--- config.mk ---
export PLATFORM = sky130hd
export DESIGN_NAME = io_input_port_flat
export DESIGN_NICKNAME = d
export VERILOG_FILES = /design/src/rtl/io_input_port_if.sv /design/src/rtl/io_input_port.sv /design/src/flat_wrapper.sv
export SDC_FILE = /design/constraint.sdc
export NUM_CORES = 1
export LEC_CHECK = 0
export ABC_AREA = 1
export CAP_MARGIN = 5
export CORE_MARGIN = 4
export CORE_UTILIZATION = 50
export DETAILED_ROUTE_END_ITERATION = 10
export PLACE_DENSITY = 0.86
export SETUP_SLACK_MARGIN = 0.15
export SLEW_MARGIN = 40
export SYNTH_ARGS = -nofsm -noshare
export SYNTH_HDL_FRONTEND = slang
export SYNTH_SLANG_ARGS = --single-unit
export TNS_END_PERCENT = 30
--- constraint.sdc ---
create_clock -name clock -period 1.7 [get_ports clock]
set_input_delay 0.255 -clock clock [delete_from_list [all_inputs] [get_ports clock]]
set_output_delay 0.255 -clock clock [all_outputs]
set_load 0.03 [all_outputs]
--- src/rtl/io_input_port_if.sv ---
// io_input_port_if: CPU data-bus view of the memory-mapped input port
interface io_input_port_if;
    logic [31:0] addr;
    logic        rd;
    logic        wr;
    logic [31:0] wdata;
    logic [31:0] rdata;
    logic        irq;
    modport master (output addr, rd, wr, wdata, input rdata, irq);
    modport slave (input addr, rd, wr, wdata, output rdata, irq);
endinterface

--- src/rtl/io_input_port.sv ---
// io_input_port: synchronized switches, debounced keys, sticky press events and irq on the CPU bus
module io_input_port #(
    parameter logic [31:0] BASE_ADDR       = 32'hFFFF_FF00,
    parameter logic [15:0] DEBOUNCE_CYCLES = 16'd50000
) (
    input logic            clock,
    input logic            resetn,
    input logic [9:0]      SW,
    input logic [3:0]      KEY,
    io_input_port_if.slave bus
);
    logic [9:0]  sw_meta, sw_sync;
    logic [3:0]  key_meta, key_sync;
    logic [15:0] cnt [4];
    logic [3:0]  db, evt, mask;
    logic [3:0]  pressed, differ, done, rise, clr;
    logic        sel, unused_bits;
    logic [1:0]  idx;
    logic [31:0] rd_val;

    assign sel         = bus.addr[31:8] == BASE_ADDR[31:8];
    assign idx         = bus.addr[3:2];
    assign pressed     = ~key_sync;
    assign differ      = pressed ^ db;
    assign unused_bits = ^{bus.addr[7:4], bus.addr[1:0], bus.wdata[31:4]};

    // terminal count per key, rising edges of the debounced level, W1C bits and the read mux
    always_comb begin
        done = 4'h0;
        for (int i = 0; i < 4; i++) done[i] = differ[i] && cnt[i] == DEBOUNCE_CYCLES - 16'd1;
        rise   = done & ~db;
        clr    = (bus.wr && sel && idx == 2'd2) ? bus.wdata[3:0] : 4'h0;
        rd_val = idx == 2'd0 ? {22'h0, sw_sync} :
                 idx == 2'd1 ? {28'h0, db} :
                 idx == 2'd2 ? {28'h0, evt} : {28'h0, mask};
    end

    // two-stage synchronizers; keys idle high (released)
    always_ff @(posedge clock or negedge resetn) begin
        if (!resetn) begin
            sw_meta  <= '0;
            sw_sync  <= '0;
            key_meta <= '1;
            key_sync <= '1;
        end else begin
            sw_meta  <= SW;
            sw_sync  <= sw_meta;
            key_meta <= KEY;
            key_sync <= key_meta;
        end
    end

    // debounce: count while the level disagrees, flip the stable level at the terminal count
    always_ff @(posedge clock or negedge resetn) begin
        if (!resetn) begin
            for (int i = 0; i < 4; i++) cnt[i] <= 16'h0;
            db <= 4'h0;
        end else begin
            for (int i = 0; i < 4; i++) cnt[i] <= (differ[i] && !done[i]) ? cnt[i] + 16'd1 : 16'h0;
            db <= db ^ done;
        end
    end

    // sticky events (a new press beats a same-cycle clear), mask, registered read data and irq
    always_ff @(posedge clock or negedge resetn) begin
        if (!resetn) begin
            evt       <= 4'h0;
            mask      <= 4'h0;
            bus.rdata <= 32'h0;
            bus.irq   <= 1'b0;
        end else begin
            evt <= (evt & ~clr) | rise;
            if (bus.wr && sel && idx == 2'd3) mask <= bus.wdata[3:0];
            bus.rdata <= (bus.rd && sel) ? rd_val : 32'h0;
            bus.irq   <= |(evt & mask);
        end
    end
endmodule
--- src/flat_wrapper.sv ---
// flat-port wrapper written by rule: the top's interface ports become plain ports
module io_input_port_flat 
#(
    parameter logic [31:0] BASE_ADDR       = 32'hFFFF_FF00,
    parameter logic [15:0] DEBOUNCE_CYCLES = 16'd50000
)
  (clock, resetn, SW, KEY, bus_addr, bus_rd, bus_wr, bus_wdata, bus_rdata, bus_irq);
  io_input_port_if bus_i ();
  input logic clock;
  input logic resetn;
  input logic [9:0] SW;
  input logic [3:0] KEY;
  input wire logic [$bits(bus_i.addr)-1:0] bus_addr;
  input wire logic [$bits(bus_i.rd)-1:0] bus_rd;
  input wire logic [$bits(bus_i.wr)-1:0] bus_wr;
  input wire logic [$bits(bus_i.wdata)-1:0] bus_wdata;
  output wire logic [$bits(bus_i.rdata)-1:0] bus_rdata;
  output wire logic [$bits(bus_i.irq)-1:0] bus_irq;
  assign bus_i.addr = bus_addr;
  assign bus_i.rd = bus_rd;
  assign bus_i.wr = bus_wr;
  assign bus_i.wdata = bus_wdata;
  assign bus_rdata = bus_i.rdata;
  assign bus_irq = bus_i.irq;
  io_input_port #(.BASE_ADDR(BASE_ADDR), .DEBOUNCE_CYCLES(DEBOUNCE_CYCLES)) u_core (.clock(clock), .resetn(resetn), .SW(SW), .KEY(KEY), .bus(bus_i));
endmodule
==> flow_results.xml <==
<?xml version="1.0" encoding="UTF-8"?>
<metrics>
  <group name="outcome">
    <metric name="status" unit="">finished clean</metric>
  </group>
  <group name="final_layout">
    <metric name="post-route-util" unit="">0.6653</metric>
    <metric name="nNetsFinal" unit="">779</metric>
    <metric name="seqCellArea" unit="um^2">2888</metric>
    <metric name="syn2layout_area_growth" unit="%">28.15</metric>
    <metric name="multi_input_comb_area" unit="um^2">2282</metric>
    <metric name="layout.cells.most_common_list" unit="">107 x dfrtp_1, 103 x nor2_1, 86 x nand2_1</metric>
    <metric name="antennaDiodeCount" unit="">0</metric>
    <metric name="most_frequent_standard_cell_in_the_layout_excluding_fill_and_tap_cells" unit="">dfrtp_1</metric>
    <metric name="finished_cell_area" unit="um^2">6960</metric>
    <metric name="layout-drive-gt1-share" unit="">0.1486</metric>
    <metric name="fill_cells" unit="">766</metric>
  </group>
  <group name="floorplan">
    <metric name="placeableCoreArea" unit="um^2">10460</metric>
    <metric name="start_util" unit="">0.5191</metric>
    <metric name="floorplan.io_pins" unit="">115</metric>
    <metric name="die_w" unit="um">112.2</metric>
    <metric name="placementRows" unit="">37</metric>
    <metric name="die-area" unit="um^2">12590</metric>
    <metric name="die_y" unit="um">112.2</metric>
  </group>
  <group name="cts">
    <metric name="root_buffer" unit="">clkbuf_8</metric>
    <metric name="htree_levels" unit="">4</metric>
    <metric name="cts.sink_count" unit="">115</metric>
    <metric name="total_clock_buffers_created_by_cts" unit="">17</metric>
    <metric name="tritoncts" unit="">yes</metric>
    <metric name="clockBufferDepth" unit="">2</metric>
    <metric name="clkTransAtPathRegs" unit="ns">0.06</metric>
    <metric name="clk_latency" unit="ns">0.53</metric>
  </group>
  <group name="hold_path">
    <metric name="hp-class" unit="">in -&gt; reg</metric>
    <metric name="hold_path_depth" unit="">1</metric>
  </group>
  <group name="detailed_routing">
    <metric name="drt-initial-drc-count" unit="">253</metric>
    <metric name="post-route-drc-count" unit="">0</metric>
    <metric name="vias_per_cell" unit="">5.231</metric>
    <metric name="detail-route-antenna-nets" unit="">0</metric>
    <metric name="detailroute.via_count" unit="">4373</metric>
    <metric name="detail_route.wirelength" unit="um">11990</metric>
    <metric name="wire_per_inst" unit="um">14.34</metric>
    <metric name="dr.pass1.iters" unit="">5</metric>
  </group>
  <group name="global_route">
    <metric name="grt_pass1_vias" unit="">4417</metric>
    <metric name="globalRoute.totalOverflow" unit="">0</metric>
    <metric name="grt.total_usage" unit="">0.1952</metric>
    <metric name="grt_pass1_wl" unit="um">19900</metric>
    <metric name="antenna_found_initial" unit="">0</metric>
    <metric name="largest_net_degree_at_the_start_of_global_routing" unit="">39</metric>
  </group>
  <group name="timing">
    <metric name="totalNegativeSetupSlack" unit="ns">0</metric>
    <metric name="slew-limit-headroom" unit="">0.6602</metric>
    <metric name="max_slew.worst_pin.slew" unit="ns">0.5058</metric>
    <metric name="hold-worst-slack" unit="ns">0.1370</metric>
    <metric name="worst_slack" unit="ns">0.1428</metric>
    <metric name="fmax" unit="GHz">0.6422</metric>
    <metric name="hold_viol_final" unit="">0</metric>
    <metric name="period_needed" unit="ns">1.557</metric>
    <metric name="clock_skew" unit="ns">0.01233</metric>
    <metric name="rsz_0062_raised_after_global_routing" unit="">true</metric>
    <metric name="setup_viol_count_final" unit="">0</metric>
    <metric name="drv_slew" unit="">0</metric>
    <metric name="fin_crit_sh" unit="">0.9160</metric>
  </group>
  <group name="worst_setup_path">
    <metric name="crit_slowest_cell" unit="">dfrtp_1</metric>
    <metric name="setup.worst_path.class" unit="">reg -&gt; reg</metric>
    <metric name="critical_path.max_fanout" unit="">4</metric>
    <metric name="end_kind" unit="">register</metric>
    <metric name="start_kind" unit="">register</metric>
    <metric name="cp_slowest_stage_delay" unit="ns">0.38</metric>
    <metric name="worstRegToRegCells" unit="">7</metric>
    <metric name="path_cells" unit="">ha_2 -&gt; nand2_2 -&gt; nor2_4 -&gt; nand4_1 -&gt; nor2_1 -&gt; ha_1 -&gt; inv_1</metric>
    <metric name="worst-endpoint-arrival" unit="ns">2.02</metric>
    <metric name="cp_data_required_time" unit="ns">2.16</metric>
  </group>
  <group name="synthesis">
    <metric name="synth_area" unit="um^2">5431</metric>
    <metric name="ys_warn_count" unit="">0</metric>
    <metric name="synth-edff-count" unit="">0</metric>
    <metric name="syn-instance-count" unit="">597</metric>
    <metric name="netlist-cell-type-count" unit="">34</metric>
    <metric name="ys_seq_elements" unit="">115</metric>
    <metric name="ys.flop_type" unit="">dfrtp_1</metric>
    <metric name="synth.avg_cell_area" unit="um^2">9.098</metric>
    <metric name="synthArstFlopShare" unit="">1.000</metric>
    <metric name="share_of_synthesized_area_occupied_by_flip_flops_and_latches" unit="">0.5317</metric>
  </group>
  <group name="placed_design">
    <metric name="portBuffers" unit="">58</metric>
    <metric name="placed_area" unit="um^2">6168</metric>
    <metric name="place.gp.congestion" unit="">0.9086</metric>
    <metric name="worst_slack_at_placement" unit="ns">-0.09963</metric>
    <metric name="dp.final_hpwl" unit="um">8018</metric>
  </group>
  <group name="power">
    <metric name="leakage_dissipation" unit="nW">3.019</metric>
    <metric name="worst_ir_drop_vdd" unit="V">0.0007228</metric>
    <metric name="p_per_area" unit="nW/um^2">981.3</metric>
  </group>
  <group name="run">
    <metric name="max-cap-violations" unit="">0</metric>
  </group>
</metrics>
-- Yosys cell counts, types with 2 or more instances --
library cell	count	area, um^2
o21ai_1	4	20.02
nor3_2	4	40.04
dfstp_2	8	210.2
nor2_4	3	33.78
o22ai_1	6	37.54
nor2_1	104	390.4
a21oi_1	6	30.03
nor3_1	22	110.1
nand4_1	14	87.58
nor2_2	15	93.84
ha_1	8	100.1
dfrtp_1	107	2678
nand3_2	2	20.02
xnor2_1	8	70.07
nor3b_1	6	45.04
nor4_1	3	18.77
xor2_1	39	341.6
nand2_1	89	334.1
nand3_1	30	150.1
nand2_2	6	37.54
buf_4	25	187.7
o21bai_1	4	30.03
a31oi_1	2	12.51
inv_1	68	255.2
o21ai_0	5	25.02
-- stage by stage --
stage	total power, mW	cells
CTS	6.843	827
finish	6.830	836
global placement	3.243	796
global route	7.046	836
detailed placement	3.259	796
floorplan	3.079	618
-- final cells by class --
| cell class | instances | area share |
|---|---|---|
| Clock inverter | 9 | 0.01852 |
| Sequential cell | 115 | 0.4149 |
| Clock buffer | 21 | 0.06741 |
| Multi-Input combinational cell | 408 | 0.3279 |
| Inverter | 69 | 0.03739 |
| Timing Repair Buffer | 78 | 0.1095 |
| Tap cell | 136 | 0.02445 |
-- cells by family after synthesis --
logic type | count (synthesis) | synth area share
AND/OR/NAND/NOR | 302 | 0.2566
flip-flops | 115 | 0.5317
buffers and inverters | 95 | 0.08523
XOR/XNOR | 47 | 0.07579
AO/OA/AOI/OAI | 29 | 0.03156
adder cells (fa/ha/maj) | 8 | 0.01843
other | 1 | 0.0006904
-- power breakdown --
part	total (mW)	switching, mW	internal, mW
logic	0.407	0.228	0.179
registers	2.84	0.0375	2.80
clock network	3.58	1.22	2.36
total	6.83	1.48	5.35
-- flip-flops by register name, summed over array words and instances (netlist names) --
register,flops
u_core.bus.irq,1
u_core.bus.rdata,10
u_core.cnt,64
u_core.db,4
u_core.evt,4
u_core.key_meta,4
u_core.key_sync,4
u_core.mask,4
u_core.sw_meta,10
u_core.sw_sync,10
-- worst max-delay path: cells and delay by family, from the launching register on --
family	cells	cell delay [ns]
fa+ha+maj	2	0.46
buf+inv	1	0.06
flops	1	0.38
simple gates	4	0.61
-- layer usage --
layer  track usage  vias up  part of all wire
met5             0        -                 0
met3       0.05822       36             0.079
met2        0.3266      195              0.49
met1        0.2319     2106              0.40
met4       0.09054        0             0.028
li1              -     2036                 -
-- worst paths after layout --
kind	from	endpoint	slack, ns
setup / recovery	u_core.cnt[1]$_DFF_PN0_	u_core.db[3]$_DFF_PN0_	0.14
hold / removal	KEY[1]	u_core.key_meta[1]$_DFF_PN1_	0.14
setup reg to reg	u_core.cnt[1]$_DFF_PN0_	u_core.db[3]$_DFF_PN0_	0.14
hold reg to reg	u_core.sw_meta[4]$_DFF_PN0_	u_core.sw_sync[4]$_DFF_PN0_	0.35
max in group asynchronous	resetn	u_core.key_meta[2]$_DFF_PN1_	0.88
min in group asynchronous	resetn	u_core.cnt[24]$_DFF_PN0_	0.19
-- repair_timing --
action                                  in CTS  in global routing
gates resized for setup                     15                 22
pin swaps                                    1                 14
hold endpoints to repair                    87                  0
hold buffers                                 1                  0
buffers inserted                             0                  9
cloned                                       0                  0
endpoints found under the setup margin      35                 75
(Power assumes the default switching activity.)
==> variant 1, RTL diff (same settings) <==
Add an input register stage for `SW` and `KEY`; this delays them by one clock. The other inputs are not delayed to match.
--- a/src/rtl/io_input_port.sv
+++ b/src/rtl/io_input_port.sv
@@ -9,6 +9,15 @@
     input logic [3:0]      KEY,
     io_input_port_if.slave bus
 );
+
+    logic [9:0] SW_q;
+    logic [3:0] KEY_q;
+
+    always_ff @(posedge clock) begin
+        SW_q  <= SW;
+        KEY_q <= KEY;
+    end
+
     logic [9:0]  sw_meta, sw_sync;
     logic [3:0]  key_meta, key_sync;
     logic [15:0] cnt [4];
@@ -43,9 +52,9 @@
             key_meta <= '1;
             key_sync <= '1;
         end else begin
-            sw_meta  <= SW;
+            sw_meta  <= SW_q;
             sw_sync  <= sw_meta;
-            key_meta <= KEY;
+            key_meta <= KEY_q;
             key_sync <= key_meta;
         end
     end
Formal check against the unedited RTL: not equivalent (Yosys sat finds a counterexample within 4 cycles, from zero or initial values and one cycle with resetn low).
==> variant 1 against the unedited design <==
Non-clock buffer count decreased by 2; area after synthesis increased by 5.2%; setup slack gained 0.011 ns; total power is 4.1% higher; clock skew decreased by 0.0050 ns; routed wire length is 6.2% higher; die area is 4.8% higher; largest power group unchanged; sequential cell count increased by 14; final area grew 4.1%; sequential power increased by 12%; count of clock-buffer cells in the layout is 1 lower; via count up 3.3%.
==> variant 1: results (changes against the unedited design) <==
Status: finished, final reports clean (unchanged)
DR WL/cell: 14.9 microns (was 14.3 microns)
Yosys warns: 0 (unchanged)
Inst Count DP: 812 (was 796)
Inserted Clock Buffers: 17 (unchanged)
R2R Path End: u_core.db[2] (was u_core.db[3])
Worst hold path class: in2async (was in2reg)
Largest net degree at the start of global routing: 42 (was 39)
Share of layout cells above drive strength 1: 14.7% (was 14.9%)
Tot GR Track Use: 19.4% (was 19.5%)
Port bufs: 58 (unchanged)
Fillers: 780 (was 766)
Sw Ratio: 22.8% (was 21.7%)
CP startpoint: u_core.cnt[16] (was u_core.cnt[1])
Fin. Hold Viols: 0 (unchanged)
Most flops, register: u_core.cnt (unchanged)
Final setup violation count: 0 (unchanged)
Initial antenna violation count: 1 (was 0)
Final Max Slew Viols: 0 (unchanged)
Layout Cells excl Fill: 855 (was 836)
Seq/Total Area, Yosys: 55.5% (was 53.2%)
H-tree Lvls: 4 (unchanged)
Initial drt markers: 338 (was 253)
Crit. End Element: flop (unchanged)
Max reg flops: 64 (unchanged)
Worst-case reg-to-reg path depth: 7 (unchanged)
Cell leakage power: 0.00313 uW (was 0.00302 uW)
Worst-path clk slew: 0.06 ns (about the same)
DRT Pass-1 Iters: 5 (unchanged)
Arr. time, crit path: 1.91 ns (was 2.02 ns)
Placed Instance Area: 0.00644 sq mm (was 0.00617 sq mm)
Post-synth cell types: 33 (was 34)
Vias in the first global route: 4630 (was 4417)
Skew-Pair Late Insertion Delay: 0.42 ns (was 0.53 ns)
Syn Area/Cell: 9.35 sq um (was 9.10 sq um)
Asr flop ratio synth: 89.1% (was 100%)
Final net count: 791 (was 779)
Largest cells by area after synthesis: dfrtp_1 47%, nor2_1 6.7%, xor2_1 6.0%, nand2_1 5.8%, dfxtp_1 4.9% (was dfrtp_1 49%, nor2_1 7.2%, xor2_1 6.3%, nand2_1 6.2%, inv_1 4.7%)
Peak supply drop: 0.000842 V (was 0.000723 V)
First-pass GRT wire length: 20200 microns (was 19900 microns)
DR vias/cell: 5.28 (was 5.23)
Synth top cells by count: 107 x dfrtp_1, 102 x nor2_1, 88 x nand2_1 (was 107 x dfrtp_1, 104 x nor2_1, 89 x nand2_1)
DPL Wire Length: 8280 microns (was 8020 microns)
Skew final: 0.00729 ns (was 0.0123 ns)
Root Driver: clkbuf_16 (was clkbuf_8)
Routability cong.: 0.906 (was 0.909)
R2R setup slack: 0.15 ns
Clk buf depth: 2 (unchanged)
Critical-path maximum fanout: 4 (unchanged)
variant 1: stage by stage:
stage / setup slack, ns / hold slack [ns] / total power [uW] / setup TNS [ns] / utilization (%)
6_report: 0.154 / 0.236 / 7110 / 0 / 65.7
5_1_grt: 0.0442 / 0.265 / 7320 / 0 / 65.7
4_1_cts: 0.0787 / 0.233 / 7110 / 0 / 63.5
3_5_place_dp: -0.131 / 0.135 / 3610 / -0.642 / 58.4
3_3_place_gp: -0.0429 / 0.129 / 3590 / -0.163 / 58.4
2_1_floorplan: 0.299 / -0.0406 / 3430 / 0 / -
variant 1: logic make-up (layout without fill, tap and decap cells):
group                    after synthesis  count (layout)  share of synthesized area [%]
other                                  1              23                         0.0656
adder cells (fa/ha/maj)                8               8                           1.75
AO/OA/AOI/OAI                         30              30                           3.00
flip-flops                           129             129                           55.5
XOR/XNOR                              47              47                           7.21
buffers and inverters                 95             177                           8.10
AND/OR/NAND/NOR                      301             301                           24.4
variant 1: worst min-delay path by stage:
stage	from	to	slack, ns	cells after the start
2_1_floorplan	resetn	u_core.bus.irq	-0.04	0
3_3_place_gp	resetn	u_core.cnt[2]	0.13	1
3_5_place_dp	resetn	u_core.cnt[2]	0.13	1
4_1_cts	resetn	u_core.cnt[6]	0.23	2
5_1_grt	resetn	u_core.cnt[0]	0.26	2
6_report	resetn	u_core.cnt[6]	0.24	2
variant 1: cell type report:
class | count | area [sq um] | share of cell area (%)
antenna | 1 | 2.50 | 0.0345
clock buffer | 20 | 437 | 6.03
clock inverter | 12 | 136 | 1.88
inverter | 69 | 260 | 3.59
multi-input combinational | 408 | 2320 | 32.1
sequential | 129 | 3170 | 43.8
tap | 140 | 175 | 2.42
timing repair buffer | 76 | 739 | 10.2
variant 1: what timing repair did:
item / in CTS / in global routing
hold endpoints to repair: 89 / 0
resized for setup: 11 / 31
hold buffers: 1 / 0
endpoints found under the setup margin: 39 / 72
cloned: 0 / 0
pin swaps: 0 / 14
buffers inserted: 0 / 9
variant 1: power by group through the flow:
stage | Sequential (uW) | Clock [uW] | Combinational, uW
floorplan | 3230 | 0 | 205
detailed placement | 3240 | 0 | 370
CTS | 3190 | 3540 | 376
finish | 3190 | 3510 | 404
global route | 3200 | 3670 | 445
global placement | 3230 | 0 | 356
variant 1: critical path: stages, from the launching register on:
cell,delay [ns]
dfrtp_1,0.40
ha_4,0.16
nand2_2,0.08
nor3_2,0.14
nand4_1,0.24
nor2_1,0.17
ha_1,0.24
inv_1,0.06
variant 1: routing by layer:
metal / global-route usage [%] / up-vias / share of wire (%)
li1: - / 2080 / -
met1: 21.6 / 2180 / 37
met2: 33.6 / 202 / 52
met3: 5.21 / 55 / 6.9
met4: 10.6 / 0 / 4.1
met5: 0 / - / 0
==> variant 2, RTL diff (config.mk and constraints unchanged) <==
Made on the original files. `DEBOUNCE_CYCLES` is set to 16'd50000 in 2 places; all go to 16'd37500.
--- a/src/rtl/io_input_port.sv
+++ b/src/rtl/io_input_port.sv
@@ -1,7 +1,7 @@
 // io_input_port: synchronized switches, debounced keys, sticky press events and irq on the CPU bus
 module io_input_port #(
     parameter logic [31:0] BASE_ADDR       = 32'hFFFF_FF00,
-    parameter logic [15:0] DEBOUNCE_CYCLES = 16'd50000
+    parameter logic [15:0] DEBOUNCE_CYCLES = 16'd37500
 ) (
     input logic            clock,
     input logic            resetn,
--- a/src/flat_wrapper.sv
+++ b/src/flat_wrapper.sv
@@ -2,7 +2,7 @@
 module io_input_port_flat 
 #(
     parameter logic [31:0] BASE_ADDR       = 32'hFFFF_FF00,
-    parameter logic [15:0] DEBOUNCE_CYCLES = 16'd50000
+    parameter logic [15:0] DEBOUNCE_CYCLES = 16'd37500
 )
   (clock, resetn, SW, KEY, bus_addr, bus_rd, bus_wr, bus_wdata, bus_rdata, bus_irq);
   io_input_port_if bus_i ();
Check against the original RTL: no difference found for any inputs over 10 cycles, from zero or initial values and one cycle with resetn low; that may be too few to reach the edited logic, so the function may still have changed.
==> variant 2 against the unedited design <==
Final area shrank 2.4%; area after synthesis grew 1.4%; sequential cell count is the same; hold slack lost 0.038 ns; global-route usage grew 1.2 points; routed wire length grew 6.2%; setup slack gained 0.029 ns; highest routed layer unchanged; critical path depth shrank 6; total power shrank 6.8%; first-iteration DRC count grew 14%; maximum frequency grew 1.9%.
==> variant 2: results (changes against the unedited design) <==
Ant. Diodes: 0 (unchanged)
Hold Slack: 0.0991 ns (was 0.137 ns)
Asr flop ratio synth: 100% (unchanged)
Max incr delay on CP: 0.40 ns (was 0.38 ns)
Fillers: 822 (was 766)
Critical-path maximum fanout: 1 (was 4)
Routability cong.: 0.896 (was 0.909)
H-tree Lvls: 4 (unchanged)
Worst r2r src: u_core.cnt[16] (was u_core.cnt[1])
Most used DFF post-synth: dfrtp_1 (unchanged)
Max reg flops: 64 (unchanged)
Peak supply drop: 0.000966 V (was 0.000723 V)
Top delay family on crit path: buffers and inverters (was simple AND/OR/NAND/NOR gates)
Initial antenna violation count: 0 (unchanged)
Largest cells by area after synthesis: dfrtp_1 49%, nor2_1 7.5%, nand2_1 6.3%, inv_1 5.2%, xor2_1 4.8% (was dfrtp_1 49%, nor2_1 7.2%, xor2_1 6.3%, nand2_1 6.2%, inv_1 4.7%)
First-pass GRT wire length: 21000 microns (was 19900 microns)
Inserted Clock Buffers: 17 (unchanged)
Final net count: 798 (was 779)
Cell leakage power: 0.00297 uW (was 0.00302 uW)
Vias in the first global route: 4469 (was 4417)
Inst Count DP: 822 (was 796)
GR met1 Demand/Resource: 22.9% (was 23.2%)
Clk buf depth: 2 (unchanged)
R2R Path End: u_core.cnt[22] (was u_core.db[3])
Yosys warns: 0 (unchanged)
GR Util met2: 36.6% (was 32.7%)
Worst-case reg-to-reg path depth: 7 (unchanged)
Port bufs: 58 (unchanged)
Switch Pwr: 1400 uW (was 1480 uW)
Seq/Total Area, Yosys: 52.4% (was 53.2%)
Most flops, register: u_core.cnt (unchanged)
Share of layout cells above drive strength 1: 14.1% (was 14.9%)
DRT Pass-1 Iters: 7 (was 5)
Synth top cells by count: 110 x nor2_1, 107 x dfrtp_1, 92 x nand2_1 (was 107 x dfrtp_1, 104 x nor2_1, 89 x nand2_1)
Initial drt markers: 288 (was 253)
DR vias/cell: 5.14 (was 5.23)
DPL Wire Length: 8590 microns (was 8020 microns)
Synth Instances: 622 (was 597)
Worst-path clk slew: 0.06 ns (about the same)
Critical-path top delay cell: dlygate4sd2_1 (was dfrtp_1)
Status: finished, final reports clean (unchanged)
R2R setup slack: 0.22 ns (was 0.14 ns)
Layout Cells excl Fill: 861 (was 836)
Largest net degree at the start of global routing: 46 (was 39)
Met3 Resource Use GR: 6.63% (was 5.82%)
Post-synth cell types: 35 (was 34)
DR WL/cell: 14.8 microns (was 14.3 microns)
Skew final: 0.00654 ns (was 0.0123 ns)
Skew-Pair Late Insertion Delay: 0.52 ns
Arr. time, crit path: 1.27 ns (was 2.02 ns)
Root Driver: clkbuf_8 (unchanged)
Worst hold path class: in2async (was in2reg)
Tot GR Track Use: 20.7% (was 19.5%)
## variant 2: kinds of logic after synthesis
| logic type | share of synthesized area, % |
|---|---|
| AND/OR/NAND/NOR | 26.5 |
| flip-flops | 52.4 |
| XOR/XNOR | 5.72 |
| other | 0.0681 |
| buffers and inverters | 9.63 |
| AO/OA/AOI/OAI | 3.82 |
| adder cells (fa/ha/maj) | 1.82 |
## variant 2: how the worst max path moves through the flow
stage	startpoint	endpoint	slack (ns)
3_5_place_dp	bus_addr[28]	u_core.mask[2]	-0.13
5_1_grt	u_core.cnt[16]	u_core.cnt[22]	0.07
3_3_place_gp	bus_addr[24]	u_core.mask[1]	0.02
4_1_cts	u_core.bus.rdata[6]	bus_rdata[6]	0.16
6_report	u_core.bus.rdata[6]	bus_rdata[6]	0.17
2_1_floorplan	u_core.cnt[32]	u_core.db[1]	0.24
## variant 2: what timing repair did
item,4_1_cts,5_1_grt
pin swaps,4,5
buffers inserted,0,6
setup endpoints to repair,26,53
gates cloned,0,0
gates resized for setup,15,10
endpoints found under the hold margin,109,0
hold buffers,1,0
## variant 2: power by group through the flow
stage / Sequential [uW] / Clock, uW / Combinational [uW]
after floorplan: 2880 / 0 / 213
after global placement: 2880 / 0 / 349
after detailed placement: 2890 / 0 / 362
after CTS: 2840 / 3170 / 372
after global routing: 2840 / 3350 / 419
final: 2840 / 3140 / 380
## variant 2: through the flow
| step | worst slack (ns) | cell area [sq um] | TNS (ns) |
|---|---|---|---|
| 4_1_cts | 0.156 | 6720 | 0 |
| 3_3_place_gp | 0.0181 | 6190 | 0 |
| 6_report | 0.172 | 6800 | 0 |
| 5_1_grt | 0.0673 | 6800 | 0 |
| 2_1_floorplan | 0.244 | 5590 | 0 |
| 3_5_place_dp | -0.129 | 6190 | -0.682 |
## variant 2: final cells by class
cell class,instances,area [sq um],share of cell area [%]
Timing Repair Buffer,73,694,10.2
Inverter,81,304,4.47
Multi-Input combinational cell,420,2210,32.5
Clock inverter,5,52.6,0.773
Sequential cell,115,2890,42.5
Clock buffer,27,472,6.94
Tap cell,140,175,2.58
## variant 2: metal layers
metal,wire [microns],vias up
li1,-,2093
met1,4750,2115
met2,6680,173
met3,892,46
met4,413,0
met5,0,-
